$ cat config.mk
export PLATFORM = sky130hd
export DESIGN_NAME = arbitro_botoes
export DESIGN_NICKNAME = d
export VERILOG_FILES = /design/src/rtl/pkg_tamagotchi.sv /design/src/rtl/arbitro_rr.sv /design/src/rtl/arbitro_botoes.sv
export SDC_FILE = /design/constraint.sdc
export NUM_CORES = 1
export LEC_CHECK = 0
export BUFFER_PORTS_ARGS = -buffer_cell sky130_fd_sc_hd__buf_2
export CAP_MARGIN = 5
export CORE_MARGIN = 5
export CORE_UTILIZATION = 57
export CTS_BUF_LIST = sky130_fd_sc_hd__clkbuf_16
export DETAILED_ROUTE_END_ITERATION = 16
export PLACE_DENSITY = 0.78
export REMOVE_ABC_BUFFERS = 1
export SYNTH_ARGS = -nofsm -noshare
export SYNTH_HDL_FRONTEND = slang
export SYNTH_SLANG_ARGS = --single-unit
$ cat constraint.sdc
create_clock -name clk -period 2.26 [get_ports clk]
set_clock_uncertainty 0.05 [all_clocks]
set_input_delay 0.452 -clock clk [delete_from_list [all_inputs] [get_ports clk]]
set_output_delay 0.452 -clock clk [all_outputs]
set_load 0.01 [all_outputs]
$ cat src/rtl/pkg_tamagotchi.sv
// Shared definitions for the pet-game control path: arbiter state encoding,
// button index constants and the default post-accept lockout length.
package pkg_tamagotchi;

    typedef enum logic [1:0] {
        ST_IDLE     = 2'd0,
        ST_OFFER    = 2'd1,
        ST_COOLDOWN = 2'd2
    } state_t;

    localparam int BTN_COMIDA  = 0;
    localparam int BTN_BRINCAR = 1;
    localparam int BTN_LIMPAR  = 2;

    localparam logic [15:0] COOLDOWN_DEF = 16'd50000;

endpackage

$ cat src/rtl/arbitro_rr.sv
// Purely combinational round-robin picker.
// Ports:
//   req    - request vector, one bit per button
//   last   - index of the most recently granted button
//   gnt_id - first requesting index found searching upward from last+1 (mod N)
//   any    - at least one request is present
module arbitro_rr #(
    parameter int N    = 3,
    parameter int ID_W = 2
) (
    input  logic [N-1:0]    req,
    input  logic [ID_W-1:0] last,
    output logic [ID_W-1:0] gnt_id,
    output logic            any
);

    int idx;

    // NOTE: every signal driven here gets a default first, so no path can
    // leave it unassigned and infer a latch.
    always_comb begin
        gnt_id = '0;
        any    = |req;
        idx    = 0;
        // Walk from the farthest candidate to the nearest so the nearest
        // requester after 'last' is the one left standing.
        for (int k = N; k >= 1; k--) begin
            idx = int'(last) + k;
            if (idx >= N) idx = idx - N;   // last < N and k <= N, so one wrap suffices
            for (int j = 0; j < N; j++) begin
                if (j == idx && req[j]) gnt_id = ID_W'(j);
            end
        end
    end

endmodule

$ cat src/rtl/arbitro_botoes.sv
// Shares one command channel to the game FSM between N debounced buttons.
// Presses are latched as pending requests, granted round-robin, offered with
// a valid/ready handshake and followed by a cooldown lockout.
// Ports:
//   clk, rst   - clock; asynchronous active-high reset
//   b_pulse    - one-cycle press pulses, one bit per button
//   cmd_ready  - consumer accepts cmd_id this cycle
//   cmd_valid  - command offered
//   cmd_id     - index of the granted button
//   pending    - latched, not-yet-accepted requests
//   busy       - arbiter is not idle (offering or in cooldown)
//   drop       - one-cycle pulse: press lost because that button was already pending
module arbitro_botoes
    import pkg_tamagotchi::*;
#(
    parameter int          N_BOTOES = 3,
    parameter int          ID_W     = 2,
    parameter logic [15:0] COOLDOWN = COOLDOWN_DEF
) (
    input  logic                clk,
    input  logic                rst,
    input  logic [N_BOTOES-1:0] b_pulse,
    input  logic                cmd_ready,
    output logic                cmd_valid,
    output logic [ID_W-1:0]     cmd_id,
    output logic [N_BOTOES-1:0] pending,
    output logic                busy,
    output logic [N_BOTOES-1:0] drop
);

    state_t          state;
    logic [ID_W-1:0] last_grant;
    logic [15:0]     cnt;
    logic [ID_W-1:0] rr_id;
    logic            rr_any;
    logic            accept;

    assign accept = cmd_valid && cmd_ready;

    arbitro_rr #(
        .N    (N_BOTOES),
        .ID_W (ID_W)
    ) u_rr (
        .req    (pending),
        .last   (last_grant),
        .gnt_id (rr_id),
        .any    (rr_any)
    );

    // NOTE: all state here uses non-blocking assignments so every register
    // samples the pre-edge values of the others, independent of statement order.
    always_ff @(posedge clk or posedge rst) begin
        if (rst) begin
            state      <= ST_IDLE;
            cmd_valid  <= 1'b0;
            cmd_id     <= '0;
            pending    <= '0;
            drop       <= '0;
            busy       <= 1'b0;
            cnt        <= '0;
            last_grant <= ID_W'(N_BOTOES - 1);   // button 0 wins the first round
        end else begin
            // Request latch. A press landing on the accept edge of the same
            // button becomes a fresh request instead of being dropped.
            for (int i = 0; i < N_BOTOES; i++) begin
                drop[i] <= b_pulse[i] && pending[i] && !(accept && cmd_id == ID_W'(i));
                if (b_pulse[i])
                    pending[i] <= 1'b1;
                else if (accept && cmd_id == ID_W'(i))
                    pending[i] <= 1'b0;
            end

            case (state)
                ST_IDLE: begin
                    if (rr_any) begin
                        cmd_id    <= rr_id;
                        cmd_valid <= 1'b1;
                        busy      <= 1'b1;
                        state     <= ST_OFFER;
                    end
                end

                // Offer is held untouched until taken: no re-arbitration.
                ST_OFFER: begin
                    if (accept) begin
                        cmd_valid  <= 1'b0;
                        last_grant <= cmd_id;
                        if (COOLDOWN == 16'd0) begin
                            busy  <= 1'b0;
                            state <= ST_IDLE;
                        end else begin
                            cnt   <= COOLDOWN - 16'd1;
                            state <= ST_COOLDOWN;
                        end
                    end
                end

                ST_COOLDOWN: begin
                    if (cnt == 16'd0) begin
                        busy  <= 1'b0;
                        state <= ST_IDLE;
                    end else begin
                        cnt <= cnt - 16'd1;
                    end
                end

                default: begin
                    cmd_valid <= 1'b0;
                    busy      <= 1'b0;
                    state     <= ST_IDLE;
                end
            endcase
        end
    end

endmodule

==> impl_metrics.yaml <==
synth:
  synth.avg_cell_area_um2: 9.812
  ys_seq_elements: 30
  synthTopCellsByArea: "dfrtp_1 (49%), mux2i_1 (4.0%), inv_1 (3.3%)"
  synth_commonest_cells: "dfrtp_1 (29), inv_1 (13), nor2_1 (13), nand2_1 (12)"
  ys_types: 39
  yosysWarnings: 0
  synth_edf_count: 0
  synth_flop_cell: "dfrtp_1"
  ys_seq_area_frac: 0.5042
  synth_top_area_frac: 0.4866
  synthCells: 152
  synth_area_um2: 1491
  yosys.area.top_type: "dfrtp_1"
  yosysMostFrequentCell: "dfrtp_1"
  async_flop_share: 1.000
die:
  dieArea_um2: 3739
  ios: 16
  rows: 18
  initial_core_util: 0.5966
  die_width_um: 61.15
  dieHeight_um: 61.15
  core_area_um2: 2500
final_layout:
  area_growth_pct: 17.11
  finalNetCount: 180
  drive_gt1_frac: 0.1744
  insertedDiodeCount: 0
  final_area_um2: 1747
  post_layout_nonfiller_instances: 202
timing:
  rsz0062_at_grt: "no"
  worst_pin_slew_ns: 0.5485
  setup_viol: 0
  post-route-min-period_ns: 2.000
  max_freq_mhz: 500.0
  drv_slew: 0
  min_period_over_period: 0.8850
  tns_ns: 0
  hold_viol: 0
  max-slew-margin-rel: 0.6343
  whs_ns: 0.1882
clocking:
  cts_root_buf: "clkbuf_16"
  cts_max_level: 2
  cts.sinks: 30
  path_clk_slew_ns: 0.05
  cts_buffers: 5
  clock_latency_ns: 0.28
  post_cts_buffers: 0
  cts_tree: "yes"
  clk_path_buf_depth: 2
setup_path:
  reg2reg_slack_ns: 0.26
  critPathArrivalTime_ns: 2.15
  reg2reg_from: "cnt[0]$_DFFE_PP0P_"
  worstRegToRegCells: 6
  end_kind: "register"
  critPathKind: "reg -> reg"
  worstPathRequired_ns: 2.41
  rr_endpoint: "cnt[10]$_DFFE_PP0P_"
  cp-start-kind: "register"
  worstPathMaxFanout: 6
outcome:
  status: "completed"
detailed_routing:
  ant_nets: 0
  wire_per_inst_um: 14.59
  drt_pass1_iterations: 4
  drc: 0
  vias: 1195
  wirelength_mm: 2.947
  drt_iter0_drc: 84
  vias_per_cell: 5.916
placement:
  placed_cell_area_um2: 1598
  finalWeightedCongestion: 0.7921
  dp_hpwl_mm: 2.105
  port_buffers: 15
  place_inst: 194
global_route:
  antenna_found_initial: 0
  grt_max_degree: 31
  grt_pass1_vias: 1198
  grt_pass1_wl_mm: 5.306
  grt.total_usage: 0.1979
  grt-ovfl-total: 0
power:
  total_power_w: 0.001201
  cellLeakagePower_nw: 0.7374
  ir_worst_vdd_mv: 0.7995
  p_per_area_nw_per_um2: 687.5
job:
  maxCapViolations: 0
min_path:
  hold_class: "in -> async"
[per-layer routing]
metal | up-vias | share of wire | wire (µm) | track usage
met5 | - | 0 | 0 | 0
li1 | 593 | - | - | -
met2 | 21 | 0.48 | 1421 | 0.3112
met3 | 7 | 0.040 | 117 | 0.07547
met1 | 574 | 0.46 | 1356 | 0.2466
met4 | 0 | 0.018 | 52 | 0.07740
[logic make-up (layout without fill, tap and decap cells)]
family / Yosys count / after routing / synth area share
AOI/OAI and AO/OA: 34 / 34 / 0.1460
adders and majority gates: 3 / 3 / 0.02517
buffers and inverters: 18 / 38 / 0.04698
DFF: 30 / 30 / 0.5042
muxes: 6 / 6 / 0.04027
and+or+nand+nor: 61 / 61 / 0.2374
[worst max-delay path, stage by stage (launching register included)]
cell	delay (ns)
dfrtp_1	0.41
inv_1	0.07
ha_1	0.20
nor4b_4	0.26
nand3_1	0.22
a2111oi_1	0.48
mux2i_1	0.23
[area by class of cell]
class / instances / area (µm²)
clock buffers: 5 / 125.1
multi-input cells: 104 / 676.9
inverters: 13 / 48.80
flip-flops and latches: 30 / 752.0
fillers: 188 / 753.2
well taps: 30 / 37.54
clock inverters: 3 / 16.27
repair buffers: 17 / 90.09
[what timing repair did]
item                                    4_1_cts  5_1_grt
resized for setup                             0        1
hold buffers                                  0        0
endpoints found under the setup margin        0        4
[flip-flops by register name, indices dropped and copies added, names as in the netlist]
signal      count
pending         3
last_grant      2
drop            3
cnt            16
state           2
busy            1
cmd_valid       1
cmd_id          2
[per-stage QoR]
| stage | util | worst slack, ns |
|---|---|---|
| 2_1_floorplan | - | 0.3946 |
| 3_3_place_gp | 0.6391 | 0.2653 |
| 3_5_place_dp | 0.6391 | 0.1727 |
| 4_1_cts | 0.6957 | 0.1686 |
| 5_1_grt | 0.6987 | 0.01107 |
| 6_report | 0.6987 | 0.2599 |
[report_power, final]
part           internal, W  switching, W
clock             0.000400      0.000227
combinational   0.00000900     0.0000195
sequential        0.000542    0.00000283
[cell usage in the layout (no fill, tap or decap), types with 2 or more instances in the layout]
master / count
and2_1: 2
mux2i_1: 6
o21ai_0: 7
inv_1: 13
or4_1: 2
o31ai_1: 4
nand2b_1: 3
a21oi_1: 7
nor2_1: 13
buf_2: 15
ha_1: 3
nor2b_1: 2
buf_4: 2
nor3_1: 5
clkbuf_16: 5
nor4_2: 2
a31oi_1: 3
nand2_1: 12
o21ai_1: 2
a211oi_1: 4
nand4_1: 2
nor4_1: 4
nand3_1: 4
or3_1: 3
dfrtp_1: 29
[how the worst max path moves through the flow]
stage | from | to | slack (ns) | depth (start not counted)
4_1_cts | cnt[0]$_DFFE_PP0P_ | cnt[6]$_DFFE_PP0P_ | 0.17 | 6
3_3_place_gp | cnt[0]$_DFFE_PP0P_ | cnt[6]$_DFFE_PP0P_ | 0.27 | 6
6_report | cnt[0]$_DFFE_PP0P_ | cnt[10]$_DFFE_PP0P_ | 0.26 | 6
2_1_floorplan | cnt[0]$_DFFE_PP0P_ | cnt[5]$_DFFE_PP0P_ | 0.39 | 6
5_1_grt | cnt[0]$_DFFE_PP0P_ | cnt[10]$_DFFE_PP0P_ | 0.01 | 6
3_5_place_dp | cnt[0]$_DFFE_PP0P_ | cnt[6]$_DFFE_PP0P_ | 0.17 | 6
Power figures use the tool's default switching activity.
